[src/rtl/alu_bit_serial_ctrl_if.sv]
// alu_bit_serial_ctrl_if: request/result bus of the bit-serial ALU sequencer
interface alu_bit_serial_ctrl_if #(parameter int WIDTH = 8);
  logic             start;
  logic [3:0]       alu_ctrl;
  logic [WIDTH-1:0] src_a;
  logic [WIDTH-1:0] src_b;
  logic             busy;
  logic             done;
  logic [WIDTH-1:0] result;
  logic             zero;
  logic             carry_out;
  logic             overflow;
  modport master (output start, alu_ctrl, src_a, src_b,
                  input busy, done, result, zero, carry_out, overflow);
  modport slave (input start, alu_ctrl, src_a, src_b,
                 output busy, done, result, zero, carry_out, overflow);
endinterface

[src/rtl/alu_bit_serial_ctrl.sv]
// alu_bit_serial_ctrl: runs a WIDTH-bit ALU op through an external 1-bit slice, LSB first; SLT_OVF_FIX_EN selects overflow-corrected slt
module alu_bit_serial_ctrl #(parameter int WIDTH = 8) (
  input  logic                 clk,
  input  logic                 rst_n,
  alu_bit_serial_ctrl_if.slave bus,
  output logic                 sl_a,
  output logic                 sl_b,
  output logic                 sl_less,
  output logic                 sl_ainvert,
  output logic                 sl_binvert,
  output logic [1:0]           sl_op,
  output logic                 sl_cin,
  input  logic                 sl_result,
  input  logic                 sl_cout,
  input  logic                 sl_set,
  input  logic                 sl_overflow
);
  localparam int CW = $clog2(WIDTH);
  typedef enum logic [1:0] {IDLE, RUN, DONE} state_t;
  state_t           state, state_nx;
  logic [WIDTH-1:0] a_q, b_q, sh, full, res_nx;
  logic [3:0]       ctrl;
  logic [CW-1:0]    idx;
  logic             cy, run, last, arith, logic_op, slt_bit;
  assign run      = state == RUN;
  assign last     = idx == CW'(WIDTH - 1);
  assign arith    = ctrl == 4'b0010 || ctrl == 4'b0110;
  assign logic_op = ctrl == 4'b0000 || ctrl == 4'b0001 || ctrl == 4'b1101 || ctrl == 4'b1100;
  assign full     = {sl_result, sh[WIDTH-1:1]};
`ifdef SLT_OVF_FIX_EN
  assign slt_bit  = sl_set ^ sl_overflow;
`else
  assign slt_bit  = sl_set;
`endif
  assign bus.busy = state != IDLE;
  assign bus.done = state == DONE;
  // slice drive: only active while a bit is being processed
  always_comb begin
    sl_a       = run & a_q[idx];
    sl_b       = run & b_q[idx];
    sl_cin     = run & cy;
    sl_ainvert = run & ctrl[3];
    sl_binvert = run & ctrl[2];
    sl_op      = run ? ctrl[1:0] : 2'b00;
    sl_less    = 1'b0;
  end
  // next state and the result word formed on the final bit
  always_comb begin
    state_nx = state == IDLE ? (bus.start ? RUN : IDLE) :
               state == RUN  ? (last ? DONE : RUN) : IDLE;
    res_nx   = ctrl == 4'b0111 ? {{(WIDTH-1){1'b0}}, slt_bit} :
               (arith || logic_op) ? full : '0;
  end
  // state register
  always_ff @(posedge clk) begin
    if (!rst_n) state <= IDLE;
    else state <= state_nx;
  end
  // operand latch, bit shifting and end-of-op result/flag capture
  always_ff @(posedge clk) begin
    if (!rst_n) begin
      a_q           <= '0;
      b_q           <= '0;
      sh            <= '0;
      ctrl          <= '0;
      idx           <= '0;
      cy            <= 1'b0;
      bus.result    <= '0;
      bus.zero      <= 1'b0;
      bus.carry_out <= 1'b0;
      bus.overflow  <= 1'b0;
    end else begin
      if (state == IDLE && bus.start) begin
        a_q  <= bus.src_a;
        b_q  <= bus.src_b;
        ctrl <= bus.alu_ctrl;
        idx  <= '0;
        cy   <= bus.alu_ctrl[2];
      end
      if (run) begin
        sh  <= full;
        cy  <= sl_cout;
        idx <= idx + 1'b1;
      end
      if (run && last) begin
        bus.result    <= res_nx;
        bus.zero      <= res_nx == '0;
        bus.carry_out <= arith & sl_cout;
        bus.overflow  <= arith & sl_overflow;
      end
    end
  end
endmodule
[src/flat_wrapper.sv]
// flat-port wrapper written by rule: the top's interface ports become plain ports
module alu_bit_serial_ctrl_flat 
#(parameter int WIDTH = 8)
  (clk, rst_n, sl_a, sl_b, sl_less, sl_ainvert, sl_binvert, sl_op, sl_cin, sl_result, sl_cout, sl_set, sl_overflow, bus_start, bus_alu_ctrl, bus_src_a, bus_src_b, bus_busy, bus_done, bus_result, bus_zero, bus_carry_out, bus_overflow);
  alu_bit_serial_ctrl_if #(.WIDTH(WIDTH)) bus_i ();
  input  logic clk;
  input  logic rst_n;
  output logic sl_a;
  output logic sl_b;
  output logic sl_less;
  output logic sl_ainvert;
  output logic sl_binvert;
  output logic [1:0] sl_op;
  output logic sl_cin;
  input  logic sl_result;
  input  logic sl_cout;
  input  logic sl_set;
  input  logic sl_overflow;
  input wire logic [$bits(bus_i.start)-1:0] bus_start;
  input wire logic [$bits(bus_i.alu_ctrl)-1:0] bus_alu_ctrl;
  input wire logic [$bits(bus_i.src_a)-1:0] bus_src_a;
  input wire logic [$bits(bus_i.src_b)-1:0] bus_src_b;
  output wire logic [$bits(bus_i.busy)-1:0] bus_busy;
  output wire logic [$bits(bus_i.done)-1:0] bus_done;
  output wire logic [$bits(bus_i.result)-1:0] bus_result;
  output wire logic [$bits(bus_i.zero)-1:0] bus_zero;
  output wire logic [$bits(bus_i.carry_out)-1:0] bus_carry_out;
  output wire logic [$bits(bus_i.overflow)-1:0] bus_overflow;
  assign bus_i.start = bus_start;
  assign bus_i.alu_ctrl = bus_alu_ctrl;
  assign bus_i.src_a = bus_src_a;
  assign bus_i.src_b = bus_src_b;
  assign bus_busy = bus_i.busy;
  assign bus_done = bus_i.done;
  assign bus_result = bus_i.result;
  assign bus_zero = bus_i.zero;
  assign bus_carry_out = bus_i.carry_out;
  assign bus_overflow = bus_i.overflow;
  alu_bit_serial_ctrl #(.WIDTH(WIDTH)) u_core (.clk(clk), .rst_n(rst_n), .bus(bus_i), .sl_a(sl_a), .sl_b(sl_b), .sl_less(sl_less), .sl_ainvert(sl_ainvert), .sl_binvert(sl_binvert), .sl_op(sl_op), .sl_cin(sl_cin), .sl_result(sl_result), .sl_cout(sl_cout), .sl_set(sl_set), .sl_overflow(sl_overflow));
endmodule
[config.mk]
export PLATFORM = sky130hd
export DESIGN_NAME = alu_bit_serial_ctrl_flat
export DESIGN_NICKNAME = d
export VERILOG_FILES = /design/src/rtl/alu_bit_serial_ctrl_if.sv /design/src/rtl/alu_bit_serial_ctrl.sv /design/src/flat_wrapper.sv
export SDC_FILE = /design/constraint.sdc
export NUM_CORES = 1
export LEC_CHECK = 0
export CELL_PAD_IN_SITES_DETAIL_PLACEMENT = 0
export CELL_PAD_IN_SITES_GLOBAL_PLACEMENT = 2
export CORE_AREA = 2 2 86 88
export CTS_CLUSTER_SIZE = 30
export DETAILED_ROUTE_END_ITERATION = 8
export DIE_AREA = 0 0 88 90
export PLACE_DENSITY_LB_ADDON = 0.3
export SLEW_MARGIN = 20
export SYNTH_ARGS = -nofsm -noshare
export SYNTH_HDL_FRONTEND = slang
export SYNTH_SLANG_ARGS = --single-unit
[constraint.sdc]
create_clock -name clk -period 2 [get_ports clk]
set_clock_uncertainty 0.1 [all_clocks]
set_input_delay 0.4 -clock clk [delete_from_list [all_inputs] [get_ports clk]]
set_output_delay 0.4 -clock clk [all_outputs]
set_load 0.05 [all_outputs]
; Yosys cells after proc, flatten, opt, wreduce, memory -nomap -nowiden
; Index checks and enable logic that the tools add are counted.
[totals]
register_bits = 45
inputBits = 27
[classes]
n_lt_le_gt_ge = 1
addsub = 1
eq_ne = 9
n_bitwise = 7
muxes = 15
n_reduce_logical = 12
[ops]
columns = op, n
row1 = $mux 8, 2
row2 = $eq 4x3->1 const B, 2
row3 = $eq 4x4->1 const B, 2
row4 = $logic_not 8->1, 1
row5 = $mux 2, 4
row6 = $and 1x1->1, 7
row7 = $bmux 1 s3, 2
row8 = $mux 3, 2
row9 = $logic_or 1x1->1, 5
row10 = $mux 1, 5
row11 = $eq 4x1->1 const B, 1
row12 = $eq 4x2->1 const B, 1
row13 = $logic_not 4->1, 1
row14 = $lt 3x4->1 const B, 1
row15 = $reduce_bool 2->1, 2
row16 = $add 3x1->3 const B, 1
row17 = $eq 3x3->1 const B, 1
row18 = $eq 2x1->1 const B, 1
row19 = $eq 2x2->1 const B, 1
row20 = $logic_and 1x1->1, 2
row21 = $logic_not 2->1, 1

; Longest topological paths before layout
; Gate-level depths: netlist of run 1.
[logic_depth]
depth_word = 8
mapped_depth = 6

; Worst setup path after synthesis of run 1
; OpenSTA, ideal clock, no wires.
[synth_path]
path_kind = reg-to-output
from = reg u_core.idx[0]
to = out sl_a
path_slack_ns = 0.018
arrival_ns = 1.482
path_stages_with_launch = 5
n_path_buf = 1
cell_sequence = dfxtp_1 buf_2 mux4_2 mux2i_1 nor2_1
[synth_via]
elab_chain_cells = 3
[synth_lines]
columns = element, line_no
row1 = "start, declared", alu_bit_serial_ctrl.sv:23  ; logic [CW-1:0] idx;
row2 = "start signal, assigned", alu_bit_serial_ctrl.sv:83  ; idx <= idx + 1'b1;
row3 = $bmux 1 s3, alu_bit_serial_ctrl.sv:39  ; sl_a = run & a_q[idx];
row4 = $mux 1 (not written as such), alu_bit_serial_ctrl.sv:39
row5 = $and 1x1->1, alu_bit_serial_ctrl.sv:39
row6 = "end, declared", flat_wrapper.sv:8  ; output logic sl_a;
; Every way passes these cells. The select of a mux whose other input is x is not followed.

; Final worst setup path of run 1
; Ends and elaborated chain as after synthesis.

==> results of run 1 <==
-- path summary, 6_finish.rpt --
check | from | to | slack (ns) | cells past startpoint
worst max-delay path | u_core.idx[0] | sl_a | -0.10 | 4
worst min-delay path | u_core.bus.result[2] | u_core.bus.result[2] | 0.35 | 2
worst max register to register | u_core.idx[1] | u_core.bus.zero | 0.29 | 5
worst min register to register | u_core.bus.result[2] | u_core.bus.result[2] | 0.35 | 2
-- layout by cell type, fill, tap and decap left out, drive strengths merged --
master          n
nand2          68
dfxtp          44
a21oi          39
clkdlybuf4s50  28
buf            27
nand3          11
nor2            9
clkbuf          6
and2            6
mux4            4
inv             2
nor2b           2
nand2b          2
mux2i           2
nand3b          2
a31oi           2
nor3            2
a22oi           2
ha              2
clkinv          2
or3b            2
o21ai           2
xor2            1
nand4           1
and4b           1
nor4            1
a2111o          1
conb            1
bufinv          1
-- critical path: cells and delay by family, from the launching register on --
kind | cells | cell delay [ns]
multiplexers | 2 | 0.65
flip-flops | 1 | 0.41
AND/OR/NAND/NOR | 1 | 0.08
buffers and inverters | 1 | 0.16
-- kinds of logic after synthesis --
group	Yosys count	synth area share, %
and+or+nand+nor	107	25.7
muxes	6	5.97
DFF	44	47.8
AOI/OAI and AO/OA	46	13.6
adders and majority gates	2	1.36
other	1	0.203
xor gates and xnor gates	1	0.475
buffers and inverters	17	4.88
-- routing by layer --
| layer | GRT usage, % | vias up | routed length (um) |
|---|---|---|---|
| met5 | 0 | - | 0 |
| met4 | 3.08 | 0 | 48 |
| met3 | 2.75 | 6 | 151 |
| met2 | 20.6 | 29 | 2180 |
| met1 | 14.3 | 755 | 2040 |
| li1 | - | 846 | - |
-- state kept, by name (all words and copies together) (netlist names) --
signal                cells
u_core.idx                3
u_core.a_q                8
u_core.state              2
u_core.b_q                8
u_core.bus.result         8
u_core.cy                 1
u_core.bus.overflow       1
u_core.sh                 7
u_core.bus.carry_out      1
u_core.ctrl               4
u_core.bus.zero           1
-- through the flow --
step / utilization (%) / total power, uW
floorplan: - / 1090
global placement: 34.9 / 1200
detailed placement: 34.9 / 1210
CTS: 36.7 / 1930
global route: 36.8 / 1990
finish: 36.8 / 1910
-- repair_timing --
action	CTS	global route
setup endpoints to repair	2	7
buffers inserted	0	0
gates resized for setup	4	2
pin swaps	0	0
-- power groups by stage --
stage               clock network [uW]  registers (uW)  logic [uW]
finish                             725             935         246
global route                       779             942         272
CTS                                749             936         249
detailed placement                   0             957         249
global placement                     0             957         247
floorplan                            0             944         144
-- final cells by class --
type                    count  area, um2  share of cell area (%)
flip-flops and latches     44        886                    34.3
multi-input cells         163        873                    33.8
clock inverters             2       38.8                    1.50
clock buffers               6       82.6                    3.19
inverters                   3       11.3                   0.436
repair buffers             55        569                    22.0
well taps                  99        124                    4.79
==> results_dict.tcl, run 1 <==
set metrics [dict create \
    status "complete, but fails checks" \
    violations "negative setup slack" \
    finalSetupTns_ns -0.184 \
    coreArea_mm2 0.00702 \
    drc 0 \
    syn_area_per_cell_um2 8.23 \
    netSwitchingFraction_pct 24.6 \
    fin_hold_ws_ns 0.354 \
    cp_slowest_cell "mux4_2" \
    antenna_found_initial 0 \
    async_flop_share_pct 0 \
    synth_top_flop_cell "dfxtp_1" \
    routabilityCongestion 0.730 \
    cts_made_buffers 5 \
    cp-start-kind "register" \
    max_freq_ghz 0.476 \
    hold_class "reg2reg" \
    syn_inst 224 \
    portBuffers 46 \
    viasPerCell 4.40 \
    cp_data_arrival_time_ns 1.60 \
    ant_nets 0 \
    dieArea_mm2 0.00792 \
    drtIter0Drc 33 \
    crit_type "reg2out" \
    grt_use_total_pct 11.8 \
    placed_cell_area_mm2 0.00245 \
    clockBufferDepth 2 \
    setup_viol 2 \
    power.internal_uw 1440 \
    synth_most_common_cell "nand2_1" \
    yosysSeqAreaShare_pct 47.8 \
    final.setup.worst_slack_ns -0.103 \
    yosysTopAreaCell "dfxtp_1" \
    leakage_uw 0.000954 \
    htree_levels 2 \
    wl_um 4420 \
    overflow 0 \
    clkTransAtPathRegs_ns 0.09 \
    synth_edf_count 0 \
    grt_pass1_wl_um 7470 \
    tightest_slew_ns 0.496 \
    cp_cell_sequence "mux4_2 > mux2i_1 > nor2_1 > buf_6" \
    max_stage_delay_ns 0.50 \
    start_util_pct 26.3 \
    comb_power_share_pct 12.9 \
    fin_area_mm2 0.00258 \
    clk_latency_ns 0.30 \
    rsz0062_at_grt "yes" \
    cp_max_fo 7 \
    drv_slew 0 \
    synth_top_cell_area_share_pct 47.8 \
    final_layout_size_suffix_gt1_share_pct 16.8 \
    hold_viol 0 \
    synth.area.top_cells "dfxtp_1, nand2_1, a21oi_1, mux4_2, nand3_1" \
    clock_power_share_pct 38.0 \
    p_per_area_mw_per_mm2 738 \
    drt_first_pass_iters 4 \
    io_pins 48 \
    final.min_clock_period_ns 2.10 \
    yosys-top-cells-count "nand2_1, dfxtp_1, a21oi_1" \
    rows 31 \
    endpoint_kind "output pin" \
    n_antenna_cell 0 \
    placed_cells 364 \
    relSlewSlack_pct 66.8 \
    nNetsFinal 301 \
    postCtsHoldBufs 0 \
    ys_types 34 \
    cts_sinks 44 \
    p_seq_share_pct 49.1 \
    areaGrowthSynthToFinish_pct 40.2 \
    die_w_um 88 \
    fin_crit_sh_pct 105 \
    wl_per_cell_um 11.9 \
    ys_warn_count 0 \
    grt_pass1_vias 1611 \
    required_ns 1.50 \
    dpl.hpwl_um 3100 \
    syn_nets 253 \
    die_y_um 90 \
    root_buffer "clkbuf_8" \
    fillCellCount 777 \
    ir_drop_mv 0.295 \
    grt_max_degree 33 \
    pre_cts_ws_ns 0.00906 \
    synth.cell_area_mm2 0.00184 \
    instances_no_fill 372 \
    cts_tree "yes" \
    vias 1636 \
    p_sw_uw 470 \
    ys_ff_latch 44 \
    max_cap_viol_count 0 \
]
No activity file was read; power rests on OpenSTA's default activity.
==> inputs of run 2 (changes only) <==
--- a/config.mk
+++ b/config.mk
@@ -12,6 +12,7 @@
 export DETAILED_ROUTE_END_ITERATION = 8
 export DIE_AREA = 0 0 88 90
 export PLACE_DENSITY_LB_ADDON = 0.3
+export RECOVER_POWER = 100
 export SLEW_MARGIN = 20
 export SYNTH_ARGS = -nofsm -noshare
 export SYNTH_HDL_FRONTEND = slang
==> results_dict.tcl, run 2 (synthesis gave the netlist of run 1 again) <==
set metrics [dict create \
    final.setup.worst_slack_ns -0.102 \
    drt_first_pass_iters 4 \
    placed_cell_area_mm2 0.00245 \
    viasPerCell 4.40 \
    cts_sinks 44 \
    ir_drop_mv 0.295 \
    wl_per_cell_um 11.9 \
    layout_commonest_cell "nand2_1" \
    dpl.hpwl_um 3100 \
    pre_cts_ws_ns 0.00906 \
    grt_max_degree 33 \
    relSlewSlack_pct 54.0 \
    ant_nets 0 \
    final_cell_mix "nand2_1, dfxtp_1, a21oi_1" \
    wl_um 4420 \
    hold_viol 0 \
    antenna_found_initial 0 \
    final_layout_size_suffix_gt1_share_pct 16.8 \
    violations "negative setup slack" \
    cp_data_arrival_time_ns 1.60 \
    die_y_um 90 \
    max_stage_delay_ns 0.50 \
    leakage_uw 0.000953 \
    rsz0062_at_grt "yes" \
    cp_slowest_cell "mux4_2" \
    top_regs "u_core.a_q (8), u_core.b_q (8), u_core.bus.result (8)" \
    post_cts_buffers 0 \
    required_ns 1.50 \
    cp-start-kind "register" \
    grt_pass1_vias 1611 \
    tightest_slew_ns 0.690 \
    clkTransAtPathRegs_ns 0.09 \
    fin_crit_sh_pct 105 \
    p_per_area_mw_per_mm2 738 \
    start_util_pct 26.3 \
    final.min_clock_period_ns 2.10 \
    cts_made_buffers 5 \
    io_pins 48 \
    hold_class "reg2reg" \
    max_freq_ghz 0.476 \
    areaGrowthSynthToFinish_pct 40.0 \
    overflow 0 \
    cp_cell_sequence "mux4_2 > mux2i_1 > nor2_1 > buf_6" \
    drc 0 \
    endpoint_kind "output pin" \
    status "complete, but fails checks" \
    max_cap_viol_count 0 \
    finalSetupTns_ns -0.182 \
    rows 31 \
    crit_buf_inv 1 \
    n_antenna_cell 0 \
    cts_tree "yes" \
    fin_area_mm2 0.00258 \
    drv_slew 0 \
    root_buffer "clkbuf_8" \
    htree_levels 2 \
    postCtsHoldBufs 0 \
    clockBufferDepth 2 \
    coreArea_mm2 0.00702 \
    total_power_uw 1910 \
    grt_use_total_pct 11.8 \
    ctsResizeCount 4 \
    routabilityCongestion 0.730 \
    die_w_um 88 \
    portBuffers 46 \
    dieArea_mm2 0.00792 \
    cp_top_family "multiplexers" \
    crit_type "reg2out" \
    drtIter0Drc 32 \
    nNetsFinal 301 \
    grt_pass1_wl_um 7470 \
    cp_max_fo 7 \
    setup_viol 2 \
    vias 1636 \
    clk_latency_ns 0.30 \
]
## run 2: routing by layer
layer / up-vias / global-route usage (%) / routed length, um
met5: - / 0 / 0
met4: 0 / 3.08 / 48
met2: 29 / 20.6 / 2180
met1: 755 / 14.3 / 2040
li1: 846 / - / -
met3: 6 / 2.75 / 151
## run 2: worst min-delay path, cell delays in order, from the launching register on
cell	delay (ns)
dfxtp_1	0.31
nand2_1	0.05
a21oi_1	0.05
## run 2: layout make-up
| class | count | area (um2) |
|---|---|---|
| Clock inverter | 2 | 38.8 |
| Multi-Input combinational cell | 163 | 873 |
| Inverter | 3 | 11.3 |
| Tap cell | 99 | 124 |
| Clock buffer | 6 | 82.6 |
| Sequential cell | 44 | 886 |
| Timing Repair Buffer | 55 | 567 |
| Fill cell | 778 | 4440 |
## run 2: through the flow
stage          util, %  std cells  hold slack (ns)
6_report          36.8        372            0.354
5_1_grt           36.8        372            0.372
4_1_cts           36.7        372            0.358
3_5_place_dp      34.9        364            0.345
3_3_place_gp      34.9        364            0.340
2_1_floorplan        -        224            0.331
## run 2: power by group
| group | leakage (uW) | total, uW | switching [uW] | internal (uW) |
|---|---|---|---|---|
| clock | 0.0000614 | 725 | 316 | 409 |
| combinational | 0.000533 | 245 | 126 | 120 |
| sequential | 0.000359 | 935 | 27.6 | 908 |
| total | 0.000953 | 1910 | 470 | 1440 |
## run 2: path summary, 6_finish.rpt
check                             from                    to  slack, ns  cells past startpoint
setup reg to reg         u_core.idx[1]       u_core.bus.zero       0.29                      5
hold / removal    u_core.bus.result[2]  u_core.bus.result[2]       0.35                      2
setup / recovery         u_core.idx[0]                  sl_a      -0.10                      4
hold reg to reg   u_core.bus.result[2]  u_core.bus.result[2]       0.35                      2
==> inputs of run 3 (changes only) <==
--- a/config.mk
+++ b/config.mk
@@ -7,10 +7,10 @@
 export LEC_CHECK = 0
 export CELL_PAD_IN_SITES_DETAIL_PLACEMENT = 0
 export CELL_PAD_IN_SITES_GLOBAL_PLACEMENT = 2
-export CORE_AREA = 2 2 86 88
+export CORE_AREA = 2 2 89 91
 export CTS_CLUSTER_SIZE = 30
 export DETAILED_ROUTE_END_ITERATION = 8
-export DIE_AREA = 0 0 88 90
+export DIE_AREA = 0 0 91 93
 export PLACE_DENSITY_LB_ADDON = 0.3
 export RECOVER_POWER = 100
 export SLEW_MARGIN = 20
==> constraint.sdc (replaced) <==
create_clock -name clk -period 1.9 [get_ports clk]
set_clock_uncertainty 0.1 [all_clocks]
set_input_delay 0.38 -clock clk [delete_from_list [all_inputs] [get_ports clk]]
set_output_delay 0.38 -clock clk [all_outputs]
set_load 0.05 [all_outputs]
==> results_dict.tcl, run 3 (synthesis gave the netlist of run 1 again) <==
set metrics [dict create \
    status "complete, but fails checks" \
    cp-endpoint "sl_a" \
    die_y_um 93 \
    htree_levels 2 \
    cp_data_arrival_time_ns 1.60 \
    cts_sinks 44 \
    overflow 0 \
    required_ns 1.42 \
    endpoint_kind "output pin" \
    routabilityCongestion 0.693 \
    rr_endpoint "u_core.bus.zero" \
    hold_class "reg2reg" \
    rrSetupSlack_ns 0.27 \
    drtIter0Drc 89 \
    cp_cell_sequence "mux4_2 > mux2i_1 > nor2_2 > buf_6" \
    die_w_um 91 \
    cp-start-kind "register" \
    p_seq_share_pct 50.5 \
    final.setup.worst_slack_ns -0.179 \
    placed_cell_area_mm2 0.00249 \
    root_buffer "clkbuf_8" \
    p_per_area_mw_per_mm2 761 \
    tightest_slew_ns 0.602 \
    ant_nets 0 \
    r2r_cells 5 \
    final_layout_size_suffix_gt1_share_pct 13.7 \
    crit_cells 4 \
    setup_viol 2 \
    drv_slew 0 \
    drt_first_pass_iters 4 \
    fin_crit_sh_pct 109 \
    power.internal_uw 1470 \
    pre_cts_ws_ns -0.0850 \
    regToRegStartpoint "u_core.idx[0]" \
    finalSetupTns_ns -0.355 \
    cts_tree "yes" \
    top_regs "u_core.a_q (8), u_core.b_q (8), u_core.bus.result (8)" \
    wl_per_cell_um 11.9 \
    dpl.hpwl_um 3150 \
    max_stage_delay_ns 0.51 \
    fin_area_mm2 0.00256 \
    final.min_clock_period_ns 2.08 \
    drc 0 \
    cp_max_fo 7 \
    comb_power_share_pct 13.4 \
    wl_um 4430 \
    vias 1609 \
    final_cell_mix "nand2_1, dfxtp_1, a21oi_1" \
    crit_buf_inv 1 \
    ir_drop_mv 0.283 \
    cp_top_family "multiplexers" \
    max_cap_viol_count 0 \
    netSwitchingFraction_pct 24.3 \
    crit_type "reg2out" \
    n_antenna_cell 0 \
    clk_latency_ns 0.29 \
    antenna_found_initial 0 \
    nNetsFinal 299 \
    fin_hold_ws_ns 0.351 \
    cp_slowest_cell "mux4_2" \
    post-route-util_pct 34.0 \
    io_pins 48 \
    clock_power_share_pct 36.1 \
    violations "negative setup slack" \
    p_sw_uw 472 \
    viasPerCell 4.31 \
    grt_pass1_vias 1540 \
    max_freq_ghz 0.481 \
    grt_use_total_pct 11.0 \
    clockBufferDepth 2 \
    leakage_uw 0.000907 \
    grt_pass1_wl_um 7390 \
    relSlewSlack_pct 60.0 \
    layout_commonest_cell "nand2_1" \
    portBuffers 46 \
    clkTransAtPathRegs_ns 0.08 \
    dieArea_mm2 0.00846 \
    start_util_pct 24.5 \
    coreArea_mm2 0.00753 \
    areaGrowthSynthToFinish_pct 38.7 \
    grt_max_degree 44 \
    rsz0062_at_grt "yes" \
    crit_start "u_core.idx[0]" \
    hold_viol 0 \
    cts_made_buffers 5 \
    rows 32 \
]
[run 3: metrics by stage]
step | cells | total power, uW
5_1_grt | 373 | 2060
3_3_place_gp | 365 | 1280
4_1_cts | 373 | 2000
2_1_floorplan | 224 | 1150
6_report | 373 | 1950
3_5_place_dp | 365 | 1280
[run 3: cell type report]
| type | count | area (um2) |
|---|---|---|
| Fill cell | 847 | 4970 |
| Clock inverter | 2 | 35.0 |
| Tap cell | 102 | 128 |
| Inverter | 3 | 11.3 |
| Multi-Input combinational cell | 163 | 886 |
| Timing Repair Buffer | 53 | 539 |
| Sequential cell | 44 | 886 |
| Clock buffer | 6 | 72.6 |
[run 3: layer usage]
layer | vias up | global-route usage (%) | wire length [um]
met5 | - | 0 | 0
met3 | 7 | 3.46 | 212
met1 | 723 | 13.0 | 1990
met4 | 0 | 3.41 | 49
li1 | 845 | - | -
met2 | 34 | 19.1 | 2180
[run 3: power by group through the flow]
stage          combinational, uW  sequential, uW  clock (uW)
5_1_grt                      287             991         779
3_3_place_gp                 272            1010           0
2_1_floorplan                153             994           0
4_1_cts                      275             985         737
3_5_place_dp                 272            1010           0
6_report                     260             984         703
[run 3: how the worst min path moves through the flow]
stage	to	cells past startpoint	slack (ns)	from
floorplan	u_core.a_q[7]	2	0.33	u_core.a_q[7]
global placement	u_core.bus.result[5]	2	0.34	u_core.bus.result[5]
detailed placement	u_core.a_q[6]	2	0.35	u_core.a_q[6]
CTS	u_core.bus.result[4]	2	0.36	u_core.bus.result[4]
global route	u_core.bus.result[6]	2	0.36	u_core.bus.result[6]
finish	u_core.bus.result[4]	2	0.35	u_core.bus.result[4]
[run 3: worst register-to-register path, delay by kind of cell (launching register included)]
family	cells	cell delay, ns
fa+ha+maj	2	0.31
flops	1	0.41
compound gates	2	0.55
simple gates	1	0.20
[run 3: timing repair]
item	CTS	global route
pin swaps	0	1
buffers inserted	0	0
hold buffers	0	0
setup endpoints to repair	7	7
resized for setup	5	2
